**src/rtl/i2c_pkg.sv**
```systemverilog
// ============================================================================
// Module : i2c_pkg
// Shared I2C widths and the slave receiver state encoding.
// Rev    : 1.0
// ============================================================================
`default_nettype none

package i2c_pkg;

    localparam int I2C_ADDR_W = 7;
    localparam int I2C_BYTE_W = 8;
    localparam int I2C_CNT_W  = $clog2(I2C_BYTE_W);

    typedef enum logic [2:0] {
        ST_IDLE     = 3'd0,
        ST_ADDR     = 3'd1,
        ST_ADDR_ACK = 3'd2,
        ST_DATA     = 3'd3,
        ST_DATA_ACK = 3'd4,
        ST_IGNORE   = 3'd5
    } i2c_state_e;

endpackage

`default_nettype wire

```
**src/rtl/i2c_sync_edge.sv**
```systemverilog
// ============================================================================
// Module : i2c_sync_edge
// Two-flop synchronizer for one bus line plus rise/fall detection.
// Rev    : 1.0
// ============================================================================
`default_nettype none

module i2c_sync_edge (
    input  logic clk,
    input  logic rst,
    input  logic din,
    output logic sync,
    output logic rise,
    output logic fall
);

    logic r_meta;
    logic r_sync;
    logic r_sync_d;

    // Reset to 1 so an idle (pulled-up) bus produces no spurious edge
    always_ff @(posedge clk) begin
        if (rst) begin
            r_meta   <= 1'b1;
            r_sync   <= 1'b1;
            r_sync_d <= 1'b1;
        end else begin
            r_meta   <= din;
            r_sync   <= r_meta;
            r_sync_d <= r_sync;
        end
    end

    assign sync = r_sync;
    assign rise = r_sync & ~r_sync_d;
    assign fall = ~r_sync & r_sync_d;

endmodule

`default_nettype wire

```
**src/rtl/i2c_slave_rx.sv**
```systemverilog
// ============================================================================
// Module : i2c_slave_rx
// Write-only I2C slave: receives bytes addressed to SLAVE_ADDR onto a
// valid/ready holding register, ACKing only bytes it can keep.
// Rev    : 1.0
// ============================================================================
`default_nettype none

module i2c_slave_rx
    import i2c_pkg::*;
#(
    parameter logic [I2C_ADDR_W-1:0] SLAVE_ADDR = 7'h1A
) (
    input  logic                  sys_clk,
    input  logic                  rst,
    input  logic                  scl_in,
    input  logic                  sda_in,
    output logic                  sda_oe,
    output logic [I2C_BYTE_W-1:0] rx_data,
    output logic                  rx_valid,
    input  logic                  rx_ready,
    output logic                  rx_first,
    output logic                  busy
);

    logic w_scl, w_scl_rise, w_scl_fall;
    logic w_sda, w_sda_rise, w_sda_fall;

    i2c_sync_edge u_scl_sync (
        .clk  (sys_clk),
        .rst  (rst),
        .din  (scl_in),
        .sync (w_scl),
        .rise (w_scl_rise),
        .fall (w_scl_fall)
    );

    i2c_sync_edge u_sda_sync (
        .clk  (sys_clk),
        .rst  (rst),
        .din  (sda_in),
        .sync (w_sda),
        .rise (w_sda_rise),
        .fall (w_sda_fall)
    );

    i2c_state_e            r_state,    w_state_nxt;
    logic [I2C_CNT_W-1:0]  r_bit_cnt,  w_bit_cnt_nxt;
    logic [I2C_BYTE_W-1:0] r_shift,    w_shift_nxt;
    logic [I2C_BYTE_W-1:0] r_rx_data,  w_rx_data_nxt;
    logic                  r_rx_valid, w_rx_valid_nxt;
    logic                  r_rx_first, w_rx_first_nxt;
    logic                  r_first_pend, w_first_pend_nxt;
    logic                  r_sda_oe,   w_sda_oe_nxt;
    logic                  r_busy,     w_busy_nxt;

    logic                  w_start;
    logic                  w_stop;
    logic                  w_byte_done;
    logic [I2C_BYTE_W-1:0] w_shift_in;

    assign w_start     = w_sda_fall & w_scl;
    assign w_stop      = w_sda_rise & w_scl;
    assign w_shift_in  = {r_shift[I2C_BYTE_W-2:0], w_sda};
    assign w_byte_done = w_scl_rise && (r_bit_cnt == I2C_CNT_W'(I2C_BYTE_W - 1));

    always_ff @(posedge sys_clk) begin
        if (rst) begin
            r_state      <= ST_IDLE;
            r_bit_cnt    <= '0;
            r_shift      <= '0;
            r_rx_data    <= '0;
            r_rx_valid   <= 1'b0;
            r_rx_first   <= 1'b0;
            r_first_pend <= 1'b0;
            r_sda_oe     <= 1'b0;
            r_busy       <= 1'b0;
        end else begin
            r_state      <= w_state_nxt;
            r_bit_cnt    <= w_bit_cnt_nxt;
            r_shift      <= w_shift_nxt;
            r_rx_data    <= w_rx_data_nxt;
            r_rx_valid   <= w_rx_valid_nxt;
            r_rx_first   <= w_rx_first_nxt;
            r_first_pend <= w_first_pend_nxt;
            r_sda_oe     <= w_sda_oe_nxt;
            r_busy       <= w_busy_nxt;
        end
    end

    always_comb begin
        w_state_nxt      = r_state;
        w_bit_cnt_nxt    = r_bit_cnt;
        w_shift_nxt      = r_shift;
        w_rx_data_nxt    = r_rx_data;
        w_rx_valid_nxt   = r_rx_valid;
        w_rx_first_nxt   = r_rx_first;
        w_first_pend_nxt = r_first_pend;
        w_sda_oe_nxt     = r_sda_oe;
        w_busy_nxt       = r_busy;

        if (r_rx_valid && rx_ready) begin
            w_rx_valid_nxt = 1'b0;
        end

        if (w_start) begin
            w_state_nxt   = ST_ADDR;
            w_bit_cnt_nxt = '0;
            w_shift_nxt   = '0;
            w_sda_oe_nxt  = 1'b0;
            w_busy_nxt    = 1'b0;
        end else if (w_stop) begin
            w_state_nxt   = ST_IDLE;
            w_bit_cnt_nxt = '0;
            w_sda_oe_nxt  = 1'b0;
            w_busy_nxt    = 1'b0;
        end else begin
            case (r_state)
                ST_ADDR: begin
                    if (w_scl_rise) begin
                        w_shift_nxt   = w_shift_in;
                        w_bit_cnt_nxt = r_bit_cnt + 1'b1;
                    end
                    if (w_byte_done) begin
                        if (w_shift_in[I2C_BYTE_W-1:1] == SLAVE_ADDR && !w_shift_in[0]) begin
                            w_state_nxt      = ST_ADDR_ACK;
                            w_first_pend_nxt = 1'b1;
                        end else begin
                            w_state_nxt = ST_IGNORE;
                        end
                    end
                end
                // The oe register doubles as the ACK phase: first SCL fall
                // starts driving, second fall releases and resumes receiving.
                ST_ADDR_ACK, ST_DATA_ACK: begin
                    if (w_scl_fall) begin
                        if (!r_sda_oe) begin
                            w_sda_oe_nxt = 1'b1;
                            w_busy_nxt   = 1'b1;
                        end else begin
                            w_sda_oe_nxt  = 1'b0;
                            w_state_nxt   = ST_DATA;
                            w_bit_cnt_nxt = '0;
                        end
                    end
                end
                ST_DATA: begin
                    if (w_scl_rise) begin
                        w_shift_nxt   = w_shift_in;
                        w_bit_cnt_nxt = r_bit_cnt + 1'b1;
                    end
                    if (w_byte_done) begin
                        if (!r_rx_valid || rx_ready) begin
                            w_rx_data_nxt    = w_shift_in;
                            w_rx_valid_nxt   = 1'b1;
                            w_rx_first_nxt   = r_first_pend;
                            w_first_pend_nxt = 1'b0;
                            w_state_nxt      = ST_DATA_ACK;
                        end else begin
                            w_state_nxt = ST_IGNORE;
                        end
                    end
                end
                ST_IDLE, ST_IGNORE: begin
                    w_sda_oe_nxt = 1'b0;
                end
                default: begin
                    w_state_nxt  = ST_IDLE;
                    w_sda_oe_nxt = 1'b0;
                end
            endcase
        end
    end

    assign sda_oe   = r_sda_oe;
    assign rx_data  = r_rx_data;
    assign rx_valid = r_rx_valid;
    assign rx_first = r_rx_first;
    assign busy     = r_busy;

endmodule

`default_nettype wire

```
**config.mk**
```make
export PLATFORM = sky130hd
export DESIGN_NAME = i2c_slave_rx
export DESIGN_NICKNAME = d
export VERILOG_FILES = /design/src/rtl/i2c_pkg.sv /design/src/rtl/i2c_sync_edge.sv /design/src/rtl/i2c_slave_rx.sv
export SDC_FILE = /design/constraint.sdc
export NUM_CORES = 1
export LEC_CHECK = 0
export ABC_CLOCK_PERIOD_IN_PS = 2300
export CAP_MARGIN = 20
export CELL_PAD_IN_SITES_DETAIL_PLACEMENT = 0
export CELL_PAD_IN_SITES_GLOBAL_PLACEMENT = 2
export CORE_MARGIN = 10
export CORE_UTILIZATION = 33
export DETAILED_ROUTE_END_ITERATION = 10
export MAX_ROUTING_LAYER = met4
export PLACE_DENSITY = 0.83
export RECOVER_POWER = 50
export SKIP_CTS_REPAIR_TIMING = 1
export SLEW_MARGIN = 20
export SYNTH_ARGS = -nofsm -noshare
export SYNTH_HDL_FRONTEND = slang
export SYNTH_SLANG_ARGS = --single-unit
export TNS_END_PERCENT = 50
```
**constraint.sdc**
```tcl
create_clock -name sys_clk -period 2.3 [get_ports sys_clk]
set_input_delay 0.575 -clock sys_clk [delete_from_list [all_inputs] [get_ports sys_clk]]
set_output_delay 0.575 -clock sys_clk [all_outputs]
set_load 0.01 [all_outputs]
```
==> out/metrics.yaml, run 1 <==
run_status:
  outcome: "complete, no violations"
floorplanning:
  die_h_um: 85.3
  start_util_pct: 34.7
  die_area_um2: 7280
  pin_count: 17
  fp.dieW_um: 85.3
  row_count: 23
  core_um2: 4060
sta:
  finalSetupViolCount: 0
  drv_slew: 0
  max_freq_mhz: 524
  fin_tns_setup_ns: 0
  fin_crit_ns: 1.91
  min_period_over_period_pct: 83.0
  rsz0062_at_grt: "no"
  worst_pin_slew_ns: 0.661
  hold_violations: 0
  finClkSkew_ns: 0.00564
  max-slew-margin-rel_pct: 55.6
hold_path:
  hold_class: "flop to flop"
  holdCritStartpoint: "u_scl_sync.r_meta"
global_route:
  grt_max_degree: 15
  track_usage_pct: 8.68
  antenna_found_initial: 0
  grt_pass1_wl_um: 5010
  overflow: 0
  grt_pass1_vias: 1054
synthesis:
  synth_area_um2: 1410
  synth_nets: 158
  ys_seq_area_share_pct: 45.5
  yosysWarnings: 0
  avgSynthCellArea_um2: 9.32
  synthCells: 151
  yosysUniqueCellTypes: 41
  synth.ff_latch_count: 32
clocking:
  clkLatencyLatePin_ns: 0.28
  cts_buffers: 5
  cts_tree: "yes"
  cts.sinks: 32
  cts_root_buf: "clkbuf_8"
  clock_path_buffers: 2
  cts.clk_slew.worst_paths_ns: 0.07
  htree_levels: 2
detailed_routing:
  first_iter_violations: 70
  wl_per_cell_um: 13.3
  drc: 0
  routed_wl_um: 2950
  vias: 1108
  firstDrtPassIters: 4
  ant_nets: 0
  viasPerCell: 4.99
pwr:
  powerDensity_nw_per_um2: 600
  ir_drop_uv: 371
  p_leak_nw: 0.667
  power_mw: 1.02
worst_setup_path:
  r2r_end: "rx_data[2]"
  cp-startpoint: "r_state[0]"
  crit_end: "rx_data[2]"
  end_kind: "flop"
  cp.arrival_ns: 2.08
  crit_family: "flip-flops"
  worstSetupPathType: "flop to flop"
  rr_startpoint: "r_state[0]"
  slowest_stage: "dfxtp_1"
  cp_max_fo: 11
  rrSetupSlack_ns: 0.39
  reg2regPathDepth: 6
  max_stage_delay_ns: 0.55
  cp.buffers_inverters: 1
  crit_required_ns: 2.48
  cp-start-kind: "flop"
  critical_path_depth: 6
  cp_cell_sequence: "nand4bb_1 -> a211oi_2 -> and3_1 -> buf_4 -> mux2i_1 -> nor2_1"
cells_and_area:
  final_common_cell: "dfxtp_1"
  fin_nets: 178
  n_antenna_cell: 0
  syn_to_final_growth_pct: 20.9
  drive_above_1_share_pct: 13.4
  mostFrequentLayoutCells: "dfxtp_1, nor2_1, mux2i_1"
placed_design:
  routabilityCongestion: 0.819
  io_buffers: 16
  hpwl_um: 2150
job:
  cap_violations: 0
## registers in the layout, summed over array words and instances, names as in the netlist
signal	cells
busy	1
r_bit_cnt	3
r_first_pend	1
r_shift	7
r_state	3
rx_data	8
rx_first	1
rx_valid	1
sda_oe	1
u_scl_sync.r_meta	1
u_scl_sync.r_sync_d	1
u_scl_sync.sync	1
u_sda_sync.r_meta	1
u_sda_sync.r_sync_d	1
u_sda_sync.sync	1
## worst min-delay path by stage
stage | slack (ns) | to | depth (start not counted)
after floorplan | 0.39 | u_scl_sync.sync | 1
after detailed placement | 0.40 | u_scl_sync.sync | 1
after CTS | 0.42 | u_scl_sync.sync | 1
after global routing | 0.44 | u_sda_sync.sync | 1
final | 0.41 | u_scl_sync.sync | 1
after global placement | 0.40 | u_sda_sync.sync | 1
## layout make-up
class,count,area [um2]
Clock inverter,3,18.8
Sequential cell,32,641
Timing Repair Buffer,20,186
Multi-Input combinational cell,105,698
Tap cell,50,62.6
Clock buffer,5,68.8
Inverter,7,26.3
Fill cell,410,2360
## synthesized netlist by cell type, drive strengths merged
master / n / area share [%]
dfxtp: 32 / 46
nor2: 27 / 7.2
mux2i: 15 / 11
a21oi: 11 / 3.9
inv: 7 / 1.9
nand2: 7 / 1.9
or2: 7 / 3.1
o21ai: 5 / 1.8
buf: 4 / 2.2
nand2b: 4 / 1.8
clkbuf: 3 / 0.80
a211oi: 2 / 1.4
a22oi: 2 / 1.1
a31oi: 2 / 0.89
ha: 2 / 1.8
nor4: 2 / 2.4
xnor2: 2 / 1.2
a21o: 1 / 0.53
a22o: 1 / 0.71
and3: 1 / 0.44
and4bb: 1 / 0.89
maj3: 1 / 0.71
nand3b: 1 / 0.53
nand4b: 1 / 0.62
nand4bb: 1 / 0.80
nor3: 1 / 0.36
o21bai: 1 / 0.53
o22a: 1 / 0.62
o22ai: 1 / 0.44
o32a: 1 / 0.71
or3: 1 / 0.44
or4: 1 / 0.53
or4b: 1 / 0.98
xor2: 1 / 0.62
## metal layers
metal / vias to the layer above / wire [um] / track usage (%)
met5: - / 0 / -
li1: 563 / - / -
met4: 0 / 91 / 5.99
met3: 9 / 110 / 3.73
met2: 18 / 1380 / 12.3
met1: 518 / 1370 / 9.61
## cell families (layout without fill, tap and decap cells)
group	after synthesis	in the layout	synth area share, %
fa+ha+maj	3	3	2.49
buf+inv	14	35	4.89
simple gates	56	56	22.0
mux	15	15	10.7
compound gates	28	28	12.6
xor+xnor	3	3	1.87
flops	32	32	45.5
## worst reg2reg max path: stages, from the launching register on
cell	delay (ns)
dfxtp_1	0.55
nand4bb_1	0.21
a211oi_2	0.37
and3_1	0.21
buf_4	0.19
mux2i_1	0.21
nor2_1	0.06
## report_power, final
group          internal, mW  switching, mW
clock network         0.210          0.211
logic                0.0156         0.0178
registers             0.560        0.00608
## per-stage QoR
step | setup WS (ns) | area (um2) | hold slack (ns) | util, % | std cells
3_3_place_gp | 0.407 | 1620 | 0.399 | 39.9 | 214
3_5_place_dp | 0.387 | 1620 | 0.399 | 39.9 | 214
4_1_cts | 0.386 | 1710 | 0.417 | 42.0 | 222
6_report | 0.392 | 1700 | 0.412 | 41.9 | 222
5_1_grt | 0.243 | 1700 | 0.435 | 41.9 | 222
2_1_floorplan | 0.545 | 1410 | 0.389 | - | 151
No activity file was read; power rests on OpenSTA's default activity.
==> run 2: changes to the inputs <==
Settings changed: ABC_CLOCK_PERIOD_IN_PS 2300 to 1740, CORE_UTILIZATION 33 to 30, PLACE_DENSITY 0.83 to 0.8.
Clock period 2.3 ns to 1.74 ns, I/O delays scaled along.
==> run 2 against run 1 <==
Effect of this change: clock-buffer cell count up 1; fmax rose by 11%; clock power rose by 41%; routed wire length is 20% higher; combinational power up 91%; sequential cell count unchanged; cell area is 18% higher.
==> out/metrics.yaml, run 2 (synthesis gave the netlist of run 1 again) <==
run_status:
  outcome: "complete, no violations"
floorplanning:
  start_util_pct: 31.7
  die_area_um2: 7830
  fp.dieW_um: 88.5
  pin_count: 17
  die_h_um: 88.5
  row_count: 24
  core_um2: 4440
pwr:
  powerDensity_nw_per_um2: 702
  p_leak_nw: 0.763
  ir_drop_uv: 476
cells_and_area:
  mostFrequentLayoutCells: "nor2_1, dfxtp_1, buf_4"
  final_common_cell: "nor2_1"
  finalInstanceArea_um2: 2000
  final_cells: 247
  largest_reg_flops: 8
  syn_to_final_growth_pct: 42.0
  n_antenna_cell: 0
  drive_above_1_share_pct: 31.3
  postLayoutCoreUtil_pct: 45.0
  fin_nets: 201
global_route:
  grt_max_degree: 14
  grt_use_met2_pct: 15.5
  overflow: 0
  use_met1_pct: 10.9
  grt_pass1_vias: 1168
  track_usage_pct: 9.78
  grt_use_met3_pct: 4.04
  antenna_found_initial: 0
  grt_pass1_wl_um: 5750
  grt.busiest_layer: "met2"
sta:
  hold_violations: 0
  rsz0062_at_grt: "yes"
  worst_pin_slew_ns: 0.563
  finalSetupViolCount: 0
  min_period_over_period_pct: 99.1
  max-slew-margin-rel_pct: 62.4
  fin_tns_setup_ns: 0
  fin_crit_ns: 1.72
  max_freq_mhz: 580
  finClkSkew_ns: 0.00772
  drv_slew: 0
  fin_ws_ns: 0.0152
detailed_routing:
  wl_per_cell_um: 14.3
  first_iter_violations: 54
  firstDrtPassIters: 4
  ant_nets: 0
  vias: 1187
  viasPerCell: 4.81
  drc: 0
  routed_wl_um: 3530
hold_path:
  min_to: "u_scl_sync.sync"
  holdCritStartpoint: "u_scl_sync.r_meta"
  hold_class: "flop to flop"
  holdPathStages: 1
placed_design:
  dp_slack_ns: 0.0177
  io_buffers: 16
  dp_cells: 231
  place_area_um2: 1750
  hpwl_um: 2530
  routabilityCongestion: 0.840
worst_setup_path:
  cp_max_fo: 2
  r2r_end: "r_state[0]"
  rrSetupSlack_ns: 0.02
  worstSetupPathType: "flop to flop"
  cp-start-kind: "flop"
  cp.arrival_ns: 1.91
  reg2regPathDepth: 5
  cp-startpoint: "u_sda_sync.sync"
  end_kind: "flop"
  crit_required_ns: 1.92
  rr_startpoint: "u_sda_sync.sync"
clocking:
  cts_tree: "yes"
  cts.sinks: 32
  cts_root_buf: "clkbuf_8"
  clkLatencyLatePin_ns: 0.29
  cts_buffers: 5
  clock_path_buffers: 2
  htree_levels: 2
  cts.clk_slew.worst_paths_ns: 0.07
job:
  cap_violations: 0
-- run 2: cell count changes in the layout (fill, tap and decap cells not counted), sizes merged --
cell | previous run | this run
clkbuf | 6 | 8
clkinv | 3 | 2
buf | 3 | 25
dlygate4sd3 | 10 | 1
clkdlybuf4s50 | 6 | 15
-- run 2: cell type report --
class,count,area [um2]
repair buffers,43,393
fillers,427,2440
inverters,7,26.3
clock inverters,2,10.0
well taps,52,65.1
flip-flops and latches,32,648
clock buffers,6,82.6
multi-input cells,105,774
-- run 2: how the worst max path moves through the flow --
stage / to / cells after the start
detailed placement: rx_data[4] / 8
finish: r_state[0] / 5
CTS: rx_data[4] / 8
global placement: rx_data[1] / 6
floorplan: r_state[2] / 6
global route: r_state[1] / 5
-- run 2: metrics by stage --
| step | hold slack, ns | total power [mW] |
|---|---|---|
| 6_report | 0.411 | 1.40 |
| 5_1_grt | 0.430 | 1.47 |
| 4_1_cts | 0.416 | 1.42 |
| 3_5_place_dp | 0.401 | 0.820 |
| 3_3_place_gp | 0.398 | 0.819 |
| 2_1_floorplan | 0.389 | 0.792 |
-- run 2: routing by layer --
layer / part of all wire [%] / vias up / wire length (um)
li1: - / 603 / -
met1: 43 / 551 / 1510
met2: 50 / 27 / 1760
met3: 5.7 / 6 / 202
met4: 1.5 / 0 / 53
met5: 0 / - / 0
-- run 2: power breakdown --
part | switching [mW] | total (mW) | leakage (nW) | internal [mW]
Sequential | 0.00762 | 0.748 | 0.259 | 0.741
Clock | 0.277 | 0.592 | 0.0510 | 0.315
Combinational | 0.0316 | 0.0639 | 0.453 | 0.0323
Total | 0.316 | 1.40 | 0.763 | 1.09
-- run 2: critical path: stages, from the launching register on --
cell      delay, ns
dfxtp_2        0.33
or4b_4         0.54
or4_4          0.43
nand3b_1       0.11
a22o_2         0.15
o21ai_1        0.06
